[src/rtl/motor_pkg.sv]
// Shared definitions for the motor command sequencer.
//   CMD_W            : width of a signed wheel command
//   CMD_MAX/CMD_MIN  : symmetric command range (-1024 is never emitted)
//   slew_state_t     : per-wheel sequencer state
//   clamp_cmd()      : folds the one asymmetric code (-1024) onto CMD_MIN
package motor_pkg;
  localparam int CMD_W = 11;
  localparam logic signed [CMD_W-1:0] CMD_MAX = 11'sd1023;
  localparam logic signed [CMD_W-1:0] CMD_MIN = -11'sd1023;

  typedef enum logic [1:0] {IDLE, SLEW, DWELL} slew_state_t;

  function automatic logic signed [CMD_W-1:0] clamp_cmd(input logic signed [CMD_W-1:0] v);
    return (v < CMD_MIN) ? CMD_MIN : v;
  endfunction
endpackage

[src/rtl/motor_slew.sv]
// Per-wheel slew limiter with brake dwell before a direction reversal.
//   clk, rst_n  : clock, asynchronous active-low reset
//   tick        : one-cycle slew strobe
//   force_zero  : e-stop; output to 0 and FSM to IDLE at once
//   tgt         : latched signed target
//   cur         : registered signed command
//   at_tgt      : cur equals tgt
//   dwell_act   : holding at zero before a reversal
module motor_slew
  import motor_pkg::*;
#(
  parameter int STEP        = 32,
  parameter int DWELL_TICKS = 4
) (
  input  logic                    clk,
  input  logic                    rst_n,
  input  logic                    tick,
  input  logic                    force_zero,
  input  logic signed [CMD_W-1:0] tgt,
  output logic signed [CMD_W-1:0] cur,
  output logic                    at_tgt,
  output logic                    dwell_act
);
  localparam int CNT_W = (DWELL_TICKS > 0) ? $clog2(DWELL_TICKS + 1) : 1;
  localparam logic signed [CMD_W:0] STEP_S = STEP[CMD_W:0];

  slew_state_t             state_q, state_d;
  logic signed [CMD_W-1:0] cur_q, cur_d;
  logic [CNT_W-1:0]        dwell_cnt_q, dwell_cnt_d;
  logic                    last_dir_q, last_dir_d;  // 0 = forward, 1 = reverse

  logic signed [CMD_W:0]   cur_x, tgt_x, diff, toward_t, toward_zero, stepped;
  logic signed [CMD_W-1:0] step_cmd;
  logic                    opposite, rev_pend, next_rev;

  // One slew step computed in 12 bits so tgt - cur cannot overflow.
  always_comb begin
    cur_x = {cur_q[CMD_W-1], cur_q};
    tgt_x = {tgt[CMD_W-1], tgt};
    diff  = tgt_x - cur_x;
    if (diff <= STEP_S && diff >= -STEP_S)
      toward_t = tgt_x;
    else if (diff[CMD_W])
      toward_t = cur_x - STEP_S;
    else
      toward_t = cur_x + STEP_S;
    // Opposite-sign targets brake toward zero and stop exactly there.
    if (cur_x <= STEP_S && cur_x >= -STEP_S)
      toward_zero = '0;
    else if (cur_x[CMD_W])
      toward_zero = cur_x + STEP_S;
    else
      toward_zero = cur_x - STEP_S;
    opposite = (cur_q != '0) && (tgt != '0) && (cur_q[CMD_W-1] != tgt[CMD_W-1]);
    stepped  = opposite ? toward_zero : toward_t;
    step_cmd = stepped[CMD_W-1:0];
    rev_pend = (cur_q == '0) && (tgt != '0) && (tgt[CMD_W-1] != last_dir_q);
    next_rev = (step_cmd == '0) && (tgt != '0) && (tgt[CMD_W-1] != last_dir_q);
  end

  always_comb begin
    state_d     = state_q;
    cur_d       = cur_q;
    dwell_cnt_d = dwell_cnt_q;
    last_dir_d  = last_dir_q;
    if (force_zero) begin
      cur_d       = '0;
      state_d     = IDLE;
      dwell_cnt_d = '0;
    end else if (tick) begin
      unique case (state_q)
        DWELL: begin
          if (!rev_pend) begin
            // Target went to zero or back to the old direction: no brake needed.
            state_d     = IDLE;
            dwell_cnt_d = '0;
          end else if (int'(dwell_cnt_q) + 1 >= DWELL_TICKS) begin
            state_d     = SLEW;
            dwell_cnt_d = '0;
          end else begin
            dwell_cnt_d = dwell_cnt_q + CNT_W'(1);
          end
        end
        default: begin
          if (cur_q == tgt) begin
            state_d = IDLE;
          end else if (state_q == IDLE && rev_pend && DWELL_TICKS > 0) begin
            // Sitting at zero but last moved the other way.
            state_d     = DWELL;
            dwell_cnt_d = '0;
          end else begin
            // SLEW at zero only happens right after a finished dwell.
            cur_d = step_cmd;
            if (step_cmd == tgt)
              state_d = IDLE;
            else if (next_rev && DWELL_TICKS > 0)
              state_d = DWELL;
            else
              state_d = SLEW;
          end
        end
      endcase
      if (cur_d != '0)
        last_dir_d = cur_d[CMD_W-1];
    end
  end

  always_ff @(posedge clk or negedge rst_n) begin
    if (!rst_n) begin
      state_q     <= IDLE;
      cur_q       <= '0;
      dwell_cnt_q <= '0;
      last_dir_q  <= 1'b0;
    end else begin
      state_q     <= state_d;
      cur_q       <= cur_d;
      dwell_cnt_q <= dwell_cnt_d;
      last_dir_q  <= last_dir_d;
    end
  end

  assign cur       = cur_q;
  assign at_tgt    = (cur_q == tgt);
  assign dwell_act = (state_q == DWELL);
endmodule

[src/rtl/motor_cmd_seq.sv]
// Motor command sequencer: captures target pairs, generates the slew tick,
// latches e-stop and drives two per-wheel slew limiters.
//   clk, rst_n          : clock, asynchronous active-low reset
//   lft_tgt, rht_tgt    : signed targets; tgt_vld/tgt_rdy handshake
//   estop, estop_clr    : e-stop request (level) and clear (pulse)
//   lft, rht            : registered signed wheel commands
//   ramping             : a wheel is off target or dwelling
//   estop_act           : e-stop latched
module motor_cmd_seq
  import motor_pkg::*;
#(
  parameter int TICK_DIV    = 1024,
  parameter int STEP        = 32,
  parameter int DWELL_TICKS = 4
) (
  input  logic                    clk,
  input  logic                    rst_n,
  input  logic signed [CMD_W-1:0] lft_tgt,
  input  logic signed [CMD_W-1:0] rht_tgt,
  input  logic                    tgt_vld,
  output logic                    tgt_rdy,
  input  logic                    estop,
  input  logic                    estop_clr,
  output logic signed [CMD_W-1:0] lft,
  output logic signed [CMD_W-1:0] rht,
  output logic                    ramping,
  output logic                    estop_act
);
  localparam int TCNT_W = (TICK_DIV > 1) ? $clog2(TICK_DIV) : 1;

  logic [TCNT_W-1:0]       tick_cnt_q, tick_cnt_d;
  logic                    tick;
  logic                    estop_act_q, estop_act_d;
  logic                    accept, force_zero;
  logic signed [CMD_W-1:0] tgt_in [2];
  logic signed [CMD_W-1:0] tgt_q  [2];
  logic signed [CMD_W-1:0] tgt_d  [2];
  logic signed [CMD_W-1:0] cur    [2];
  logic                    at_tgt    [2];
  logic                    dwell_act [2];

  assign tgt_in[0] = lft_tgt;
  assign tgt_in[1] = rht_tgt;

  assign tick       = (tick_cnt_q == TCNT_W'(TICK_DIV - 1));
  assign tgt_rdy    = ~estop_act_q;
  // A same-cycle estop wins over a target offer.
  assign accept     = tgt_vld & tgt_rdy & ~estop;
  assign force_zero = estop | estop_act_q;

  always_comb begin
    tick_cnt_d = tick ? '0 : tick_cnt_q + TCNT_W'(1);
    if (estop)
      estop_act_d = 1'b1;
    else if (estop_clr)
      estop_act_d = 1'b0;
    else
      estop_act_d = estop_act_q;
    for (int i = 0; i < 2; i++) begin
      if (estop)
        tgt_d[i] = '0;
      else if (accept)
        tgt_d[i] = clamp_cmd(tgt_in[i]);
      else
        tgt_d[i] = tgt_q[i];
    end
  end

  always_ff @(posedge clk or negedge rst_n) begin
    if (!rst_n) begin
      tick_cnt_q  <= '0;
      estop_act_q <= 1'b0;
      for (int i = 0; i < 2; i++) tgt_q[i] <= '0;
    end else begin
      tick_cnt_q  <= tick_cnt_d;
      estop_act_q <= estop_act_d;
      for (int i = 0; i < 2; i++) tgt_q[i] <= tgt_d[i];
    end
  end

  for (genvar gi = 0; gi < 2; gi++) begin : g_wheel
    motor_slew #(
      .STEP        (STEP),
      .DWELL_TICKS (DWELL_TICKS)
    ) u_slew (
      .clk        (clk),
      .rst_n      (rst_n),
      .tick       (tick),
      .force_zero (force_zero),
      .tgt        (tgt_q[gi]),
      .cur        (cur[gi]),
      .at_tgt     (at_tgt[gi]),
      .dwell_act  (dwell_act[gi])
    );
  end

  assign lft       = cur[0];
  assign rht       = cur[1];
  assign ramping   = ~at_tgt[0] | ~at_tgt[1] | dwell_act[0] | dwell_act[1];
  assign estop_act = estop_act_q;
endmodule

[config.mk]
export PLATFORM = sky130hd
export DESIGN_NAME = motor_cmd_seq
export DESIGN_NICKNAME = d
export VERILOG_FILES = /design/src/rtl/motor_pkg.sv /design/src/rtl/motor_slew.sv /design/src/rtl/motor_cmd_seq.sv
export SDC_FILE = /design/constraint.sdc
export NUM_CORES = 1
export LEC_CHECK = 0
export CAP_MARGIN = 20
export CORE_UTILIZATION = 45
export DETAILED_ROUTE_END_ITERATION = 8
export DONT_BUFFER_PORTS = 1
export GPL_TIMING_DRIVEN = 0
export PLACE_DENSITY = 0.7
export SETUP_SLACK_MARGIN = 0.1
export SLEW_MARGIN = 20
export SYNTH_ARGS = -nofsm -noshare
export SYNTH_HDL_FRONTEND = slang
export SYNTH_SLANG_ARGS = --single-unit
export TNS_END_PERCENT = 1
[constraint.sdc]
create_clock -name clk -period 3.94 [get_ports clk]
set_clock_uncertainty 0.1 [all_clocks]
set_input_delay 0.788 -clock clk [delete_from_list [all_inputs] [get_ports clk]]
set_output_delay 0.788 -clock clk [all_outputs]
set_load 0.01 [all_outputs]
==> out/qor.txt, run 1 <==
LAYOUT
--------------------------------------------------------------------------------
Ant diodes ........................................................            0
Sequential cell area .............................................. 0.00170 sq mm
Synthesis-to-finish area growth ...................................        26.0%
Area used by multi-input combinational logic ...................... 0.00554 sq mm
FILL cells ........................................................        1,210
Post-route core utilization .......................................        59.0%
Share of post-route cells with drive strength above 1 .............        28.7%
Number of nets at the end of the flow .............................          956

YOSYS
--------------------------------------------------------------------------------
Commonest cells in the netlist .................................... sky130_fd_sc_hd__dfrtp_1 (67), sky130_fd_sc_hd__nor2_1 (64), sky130_fd_sc_hd__nand2_1 (56)
Syn_nets ..........................................................          892
Number of flops mapped to enable cells by yosys ...................            0
Fraction of synthesized cell area taken by the top area cell type .        24.4%
Predominant post-synthesis flop cell .............................. sky130_fd_sc_hd__dfrtp_1
Most repeated cell in the gate-level netlist after synthesis ...... sky130_fd_sc_hd__dfrtp_1
Cells after Synth .................................................          830
Number of distinct library cells after synthesis ..................           97
Synth Warn # ......................................................            0
Post-synthesis instance area ...................................... 0.00688 sq mm
Count of state elements after synthesis ...........................           67
Synth top area cells .............................................. sky130_fd_sc_hd__dfrtp_1 (24%), sky130_fd_sc_hd__ha_1 (6.0%), sky130_fd_sc_hd__xnor2_1 (4.1%)
Most area-hungry cell type in the Yosys netlist ................... sky130_fd_sc_hd__dfrtp_1
Post-synth ARST share .............................................         100%
Mean post-synth cell area .........................................   8.29 sq um
Sequential cell area fraction in the yosys report .................        24.4%

CLOCK TREE
--------------------------------------------------------------------------------
Root Driver ....................................................... sky130_fd_sc_hd__clkbuf_16
Clock tree from TritonCTS .........................................        built
Inserted Clock Buffers ............................................            9
Worst-case clock buffer depth .....................................            2
Number of sinks handled by clock tree synthesis ...................           67
Reg clk slew, reported paths ......................................        70 ps
Later-pin clock latency in the skew report ........................       350 ps
Deepest level of the CTS H-tree ...................................            3
Quantity of hold-fixing buffers added after cts ...................            0

GLOBAL ROUTE
--------------------------------------------------------------------------------
First-pass GRT wire length ........................................ 34,100 microns
Pin count of the biggest net entering global routing ..............           68
Remaining global-route overflow ...................................            0
Initial antenna violation count ...................................            0
Via count of the first global-routing pass ........................        6,716
Overall fraction of global-route tracks in use ....................        27.1%

POWER AND IR DROP
--------------------------------------------------------------------------------
Cell area power density ...........................................  290 mW/mm^2
Total power after layout ..........................................    0.00251 W
Worst VDD drop ....................................................       231 uV
Reported leakage power ............................................      3.40 nW

DIE
--------------------------------------------------------------------------------
Std-Cell Core Area ................................................ 0.0147 sq mm
Die W .............................................................  126 microns
Die ar. ........................................................... 0.0158 sq mm
Height of the die .................................................  126 microns
Num rows ..........................................................           44
Starting Density ..................................................        46.8%
I/O pin total .....................................................           52

ROUTING
--------------------------------------------------------------------------------
Final Routed Wirelength ........................................... 22,200 microns
Total number of vias ..............................................        7,263
WL/cell ........................................................... 20.5 microns
Antenna Violating Nets Remaining ..................................            0
DRC Markers .......................................................            1
Vias per cell .....................................................         6.71
First-pass DRT Iterations .........................................            7
DRC marker count from the first detailed-route iteration ..........          630

SETUP PATH
--------------------------------------------------------------------------------
Arrival time of data at the critical path endpoint ................      4070 ps
Worst flop-to-flop path endpoint .................................. g_wheel[0].u_slew.last_dir_q
Peak fanout along the critical path ...............................            7
Critical Setup Path Class .........................................      reg2reg
Register-to-Register Setup Slack ..................................        40 ps
Origin of the critical flop-to-flop path .......................... g_wheel[0].u_slew.cur[8]
Data required time of the critical path ...........................      4110 ps
Critical path destination ......................................... g_wheel[0].u_slew.last_dir_q
Crit path launch .................................................. g_wheel[0].u_slew.cur[8]
Kind of end point of the critical path ............................     register
Critical path startpoint category .................................     register
Worst reg-to-reg path cell count ..................................           17

STA
--------------------------------------------------------------------------------
Number of max-slew violations in the final report .................            0
Fin crit share ....................................................        99.1%
Count of endpoints failing setup in the final report ..............            0
RSZ-0062 raised after global routing ..............................         true
Final Hold Viols ..................................................            0
Transition time at the pin with the least slew margin .............       813 ps
Clock period minus worst slack ....................................      3900 ps
Max-Slew Margin vs Limit ..........................................        44.2%
Maximum clock frequency ...........................................      256 MHz

PLACEMENT
--------------------------------------------------------------------------------
Buffers added on ports ............................................            0
Placed wire-length estimate ....................................... 15,500 microns
Routability congestion estimate from global placement .............        0.985

STATUS
--------------------------------------------------------------------------------
Run status ........................................................ complete, but fails checks
Failing checks ....................................................          DRC

HOLD PATH
--------------------------------------------------------------------------------
Min-Delay Path Class ..............................................     in2async

FLOW RUN
--------------------------------------------------------------------------------
Maximum Capacitance Violations ....................................            0

-- cell families (layout without fill, tap and decap cells) --
logic type               count (synthesis)  count (layout)  share of synthesized area, %
AO/OA/AOI/OAI                          251             251                          27.9
XOR/XNOR                                50              50                          6.69
adder cells (fa/ha/maj)                 35              35                          6.58
buffers and inverters                   88             157                          4.98
flip-flops                              67              67                          24.4
multiplexers                            22              22                          3.35
AND/OR/NAND/NOR                        317             317                          26.2
-- where the power goes --
part | total, W | internal, W | switching [W] | leakage, nW
clock network | 0.000820 | 0.000496 | 0.000323 | 0.144
logic | 0.000976 | 0.000435 | 0.000541 | 2.38
registers | 0.000714 | 0.000697 | 0.0000172 | 0.872
total | 0.00251 | 0.00163 | 0.000881 | 3.40
-- critical path: stages, from the launching register on --
cell and delay, ps:
sky130_fd_sc_hd__dfrtp_2 430, sky130_fd_sc_hd__buf_8 120, sky130_fd_sc_hd__clkinvlp_4 120, sky130_fd_sc_hd__ha_4 240, sky130_fd_sc_hd__buf_6 130, sky130_fd_sc_hd__a21o_1 190, sky130_fd_sc_hd__a21oi_2 180, sky130_fd_sc_hd__nor2_2 60
sky130_fd_sc_hd__o41a_1 480, sky130_fd_sc_hd__buf_4 170, sky130_fd_sc_hd__mux2i_1 220, sky130_fd_sc_hd__xnor2_2 170, sky130_fd_sc_hd__nor4_1 70, sky130_fd_sc_hd__a311oi_1 380, sky130_fd_sc_hd__nand4_1 170, sky130_fd_sc_hd__buf_4 190
sky130_fd_sc_hd__mux2_4 270, sky130_fd_sc_hd__o211ai_2 150
-- sequential cells by signal, indices dropped and copies added (netlist names) --
name and cells:
estop_act 1, g_wheel.u_slew.cur 22, g_wheel.u_slew.dwell_cnt_q 6, g_wheel.u_slew.state_q 4, g_wheel.u_slew.last_dir_q 2, tgt_q 22
tick_cnt_q 10
-- cell usage in the layout, fill, tap and decap left out, types with 6 or more instances in the layout --
cell,count
sky130_fd_sc_hd__a21oi_1,35
sky130_fd_sc_hd__xnor2_1,29
sky130_fd_sc_hd__dfrtp_1,45
sky130_fd_sc_hd__inv_1,32
sky130_fd_sc_hd__a21o_1,6
sky130_fd_sc_hd__inv_2,7
sky130_fd_sc_hd__nor2b_1,6
sky130_fd_sc_hd__nor3b_1,6
sky130_fd_sc_hd__a22o_1,18
sky130_fd_sc_hd__and3_1,10
sky130_fd_sc_hd__o21a_1,6
sky130_fd_sc_hd__o211ai_1,7
sky130_fd_sc_hd__nand2b_1,9
sky130_fd_sc_hd__or2_2,7
sky130_fd_sc_hd__buf_4,51
sky130_fd_sc_hd__xor2_1,11
sky130_fd_sc_hd__a31oi_1,8
sky130_fd_sc_hd__nor2_1,61
sky130_fd_sc_hd__a211oi_1,21
sky130_fd_sc_hd__nor4_1,10
sky130_fd_sc_hd__nor4_2,7
sky130_fd_sc_hd__clkbuf_1,20
sky130_fd_sc_hd__nor3_1,37
sky130_fd_sc_hd__nand4_1,12
sky130_fd_sc_hd__ha_1,15
sky130_fd_sc_hd__ha_4,13
sky130_fd_sc_hd__or4_1,6
sky130_fd_sc_hd__o22ai_1,6
sky130_fd_sc_hd__nand3_1,28
sky130_fd_sc_hd__nand3b_1,9
sky130_fd_sc_hd__buf_6,8
sky130_fd_sc_hd__o21ai_0,28
sky130_fd_sc_hd__o21ai_1,6
sky130_fd_sc_hd__mux2i_1,15
sky130_fd_sc_hd__clkbuf_16,9
sky130_fd_sc_hd__nand2_1,54
sky130_fd_sc_hd__a21oi_2,11
sky130_fd_sc_hd__or3_1,9
sky130_fd_sc_hd__dfrtp_2,22
-- per-stage QoR --
step           cells  setup WS (ps)  hold slack [ps]  cell area, sq um  TNS [ps]
2_1_floorplan    830            134              345              6880         0
3_3_place_gp    1014           -663              362              7110     -5630
3_5_place_dp    1014           -631              372              7110     -6880
4_1_cts         1060           97.7             22.5              8100         0
5_1_grt         1083          -22.6             21.9              8670     -22.6
6_report        1083           36.2             31.4              8670         0
-- layout make-up --
cell class / instances / share of cell area, %
multi-input cells: 675 / 63.9
flip-flops and latches: 67 / 19.7
repair buffers: 55 / 4.81
plain buffers: 39 / 3.16
well taps: 184 / 2.66
clock buffers: 10 / 2.64
inverters: 47 / 2.32
clock inverters: 6 / 0.837
-- worst min-delay path by stage --
stage                                    end  slack (ps)           from
finish              g_wheel[0].u_slew.cur[7]          30          rst_n
global route        g_wheel[0].u_slew.cur[7]          20          rst_n
global placement               tick_cnt_q[4]         360  tick_cnt_q[4]
CTS                 g_wheel[0].u_slew.cur[7]          20          rst_n
detailed placement             tick_cnt_q[4]         370  tick_cnt_q[4]
floorplan                      tick_cnt_q[4]         350  tick_cnt_q[4]
-- routing by layer --
layer  global-route usage [%]  wire [microns]  vias to the layer above
met5                        0               0                        -
met4                     9.76             722                        0
met3                     6.58            1990                       83
met2                     42.8            9970                      400
met1                     36.1            9520                     3482
li1                         -               -                     3298
-- what timing repair did --
action                     CTS  global route
pin swaps                   26            56
setup endpoints to repair   29            14
buffers inserted            32            23
gates resized for setup    111            94
Power figures use the tool's default switching activity.
==> run 2: changes to the inputs <==
PLACE_DENSITY = 0.68   (was 0.7)
clock period = 5 ns   (was 3.94 ns; I/O delays follow)
==> run 2 against run 1 <==
Effect of this change:
- the flow still finishes with violations (DRC)
- combinational power shrank 44%
- global-route usage decreased by 0.92 points
- clock-buffer cell count down 1
- wire length fell by 9.4%
- sequential cell count stayed put
- via count fell by 7.9%
- first-iteration DRC count up 3.8%
- clock power fell by 21%
- critical path type unchanged
- critical endpoint is now g_wheel[1].u_slew.last_dir_q
==> out/qor.txt, run 2 (synthesized netlist as in run 1, its figures left out) <==
GLOBAL ROUTE
-----------------------------------------------------------------------
Initial antenna violation count ..........................            0
Remaining global-route overflow ..........................            0
Via count of the first global-routing pass ...............        6,354
First-pass GRT wire length ............................... 32,800 microns
Overall fraction of global-route tracks in use ...........        26.2%
Pin count of the biggest net entering global routing .....           68

ROUTING
-----------------------------------------------------------------------
First-pass DRT Iterations ................................            7
Vias per cell ............................................         6.48
WL/cell .................................................. 19.5 microns
DRC Markers ..............................................            2
DRC marker count from the first detailed-route iteration .          654
Final Routed Wirelength .................................. 20,100 microns
Antenna Violating Nets Remaining .........................            0
Total number of vias .....................................        6,687

POWER AND IR DROP
-----------------------------------------------------------------------
Cell area power density ..................................  236 mW/mm^2
Worst VDD drop ...........................................       290 uV
Reported leakage power ...................................      2.99 nW

STA
-----------------------------------------------------------------------
Clock period minus worst slack ...........................      4630 ps
Number of max-slew violations in the final report ........            0
Maximum clock frequency ..................................      216 MHz
Count of endpoints failing setup in the final report .....            0
Final Hold Viols .........................................            0
Fin crit share ...........................................        92.5%
Max-Slew Margin vs Limit .................................        46.2%
RSZ-0062 raised after global routing .....................        false
Setup TNS ................................................         0 ps
Transition time at the pin with the least slew margin ....       785 ps

CLOCK TREE
-----------------------------------------------------------------------
Clock tree from TritonCTS ................................        built
Quantity of hold-fixing buffers added after cts ..........            0
Later-pin clock latency in the skew report ...............       340 ps
Number of sinks handled by clock tree synthesis ..........           67
Inserted Clock Buffers ...................................            9
Deepest level of the CTS H-tree ..........................            3
Worst-case clock buffer depth ............................            2
Root Driver .............................................. sky130_fd_sc_hd__clkbuf_16
Reg clk slew, reported paths .............................        60 ps

SETUP PATH
-----------------------------------------------------------------------
Register-to-Register Setup Slack .........................       370 ps
Peak fanout along the critical path ......................           10
Data required time of the critical path ..................      5180 ps
Kind of end point of the critical path ...................     register
Arrival time of data at the critical path endpoint .......      4810 ps
Critical path startpoint category ........................     register
Critical Setup Path Class ................................      reg2reg

FLOW RUN
-----------------------------------------------------------------------
Maximum Capacitance Violations ...........................            0

LAYOUT
-----------------------------------------------------------------------
Highest-count cells in the layout ignoring fill and taps . sky130_fd_sc_hd__dfrtp_1 (67), sky130_fd_sc_hd__nor2_1 (64), sky130_fd_sc_hd__nand2_1 (56), sky130_fd_sc_hd__inv_1 (46), sky130_fd_sc_hd__a21oi_1 (44)
Post-route core utilization ..............................        50.6%
Share of post-route cells with drive strength above 1 ....        9.55%
Number of nets at the end of the flow ....................          905
Most common cell after layout, fill and taps aside ....... sky130_fd_sc_hd__dfrtp_1
Ant diodes ...............................................            0
Synthesis-to-finish area growth ..........................        8.09%

STATUS
-----------------------------------------------------------------------
Run status ............................................... complete, but fails checks
Failing checks ...........................................          DRC

DIE
-----------------------------------------------------------------------
Std-Cell Core Area ....................................... 0.0147 sq mm
Height of the die ........................................  126 microns
Starting Density .........................................        46.8%
Die ar. .................................................. 0.0158 sq mm
Die W ....................................................  126 microns
Num rows .................................................           44
I/O pin total ............................................           52

PLACEMENT
-----------------------------------------------------------------------
Placed wire-length estimate .............................. 15,500 microns
Buffers added on ports ...................................            0
Routability congestion estimate from global placement ....        0.955

HOLD PATH
-----------------------------------------------------------------------
Min-Delay Path Class .....................................     in2async

run 2: cell types whose count changed in the layout (fill, tap and decap cells not counted), moves of 9 or more:
cell	change
sky130_fd_sc_hd__buf_4	-49
sky130_fd_sc_hd__dfrtp_1	+22
sky130_fd_sc_hd__dfrtp_2	-22
sky130_fd_sc_hd__ha_1	+18
sky130_fd_sc_hd__inv_1	+14
sky130_fd_sc_hd__ha_4	-13
sky130_fd_sc_hd__clkbuf_1	+11
sky130_fd_sc_hd__a21oi_1	+9
run 2: layout make-up:
cell class / instances / area [sq um]
Sequential cell: 67 / 1680
Multi-Input combinational cell: 675 / 4870
Clock buffer: 9 / 225
Timing Repair Buffer: 2 / 15.0
Inverter: 47 / 176
Clock inverter: 7 / 77.6
Tap cell: 184 / 230
Fill cell: 1422 / 7260
Buffer: 41 / 169
run 2: what timing repair did:
item	in CTS	in global routing
endpoints found under the setup margin	0	3
resized for setup	0	4
hold endpoints to repair	0	0
buffers inserted	0	2
run 2: where the power goes:
group	switching (W)	internal (W)
combinational	0.000333	0.000215
clock	0.000258	0.000389
sequential	0.0000122	0.000549
total	0.000603	0.00115
run 2: layer usage:
layer	track usage (%)	vias to the layer above	share of wire (%)
li1	-	3191	-
met5	0	-	0
met3	7.01	32	9.5
met4	8.82	0	1.9
met2	38.7	327	43
met1	37.0	3137	46
run 2: worst max-delay path, stage by stage, from the launching register on:
cell                       delay (ps)
sky130_fd_sc_hd__dfrtp_1          490
sky130_fd_sc_hd__clkbuf_1         480
sky130_fd_sc_hd__inv_1            270
sky130_fd_sc_hd__ha_1             440
sky130_fd_sc_hd__and3_1           270
sky130_fd_sc_hd__a21o_1           210
sky130_fd_sc_hd__or3_4            350
sky130_fd_sc_hd__a221oi_4         390
sky130_fd_sc_hd__and4_4           310
sky130_fd_sc_hd__nor2_4            80
sky130_fd_sc_hd__mux2_4           330
sky130_fd_sc_hd__a31o_1           260
sky130_fd_sc_hd__nor4_1           390
sky130_fd_sc_hd__a221o_1          200
run 2: final timing paths:
path / endpoint / cells past startpoint / start
worst max-delay path: g_wheel[1].u_slew.last_dir_q / 13 / g_wheel[1].u_slew.cur[5]
worst min-delay path: g_wheel[0].u_slew.cur[6] / 0 / rst_n
worst max register to register: g_wheel[1].u_slew.last_dir_q / 13 / g_wheel[1].u_slew.cur[5]
worst min register to register: tick_cnt_q[4] / 1 / tick_cnt_q[4]
max in group asynchronous: tgt_q[18] / 0 / rst_n
min in group clk: tick_cnt_q[4] / 1 / tick_cnt_q[4]
run 2: per-stage QoR:
stage / power [W] / std cells / cell area [sq um] / hold slack (ps) / setup WS (ps)
2_1_floorplan: 0.000990 / 830 / 6880 / 345 / 1190
3_3_place_gp: 0.00109 / 1014 / 7110 / 361 / 384
3_5_place_dp: 0.00109 / 1014 / 7110 / 368 / 410
4_1_cts: 0.00174 / 1030 / 7410 / 238 / 324
5_1_grt: 0.00184 / 1032 / 7440 / 240 / 95.4
6_report: 0.00176 / 1032 / 7440 / 249 / 374
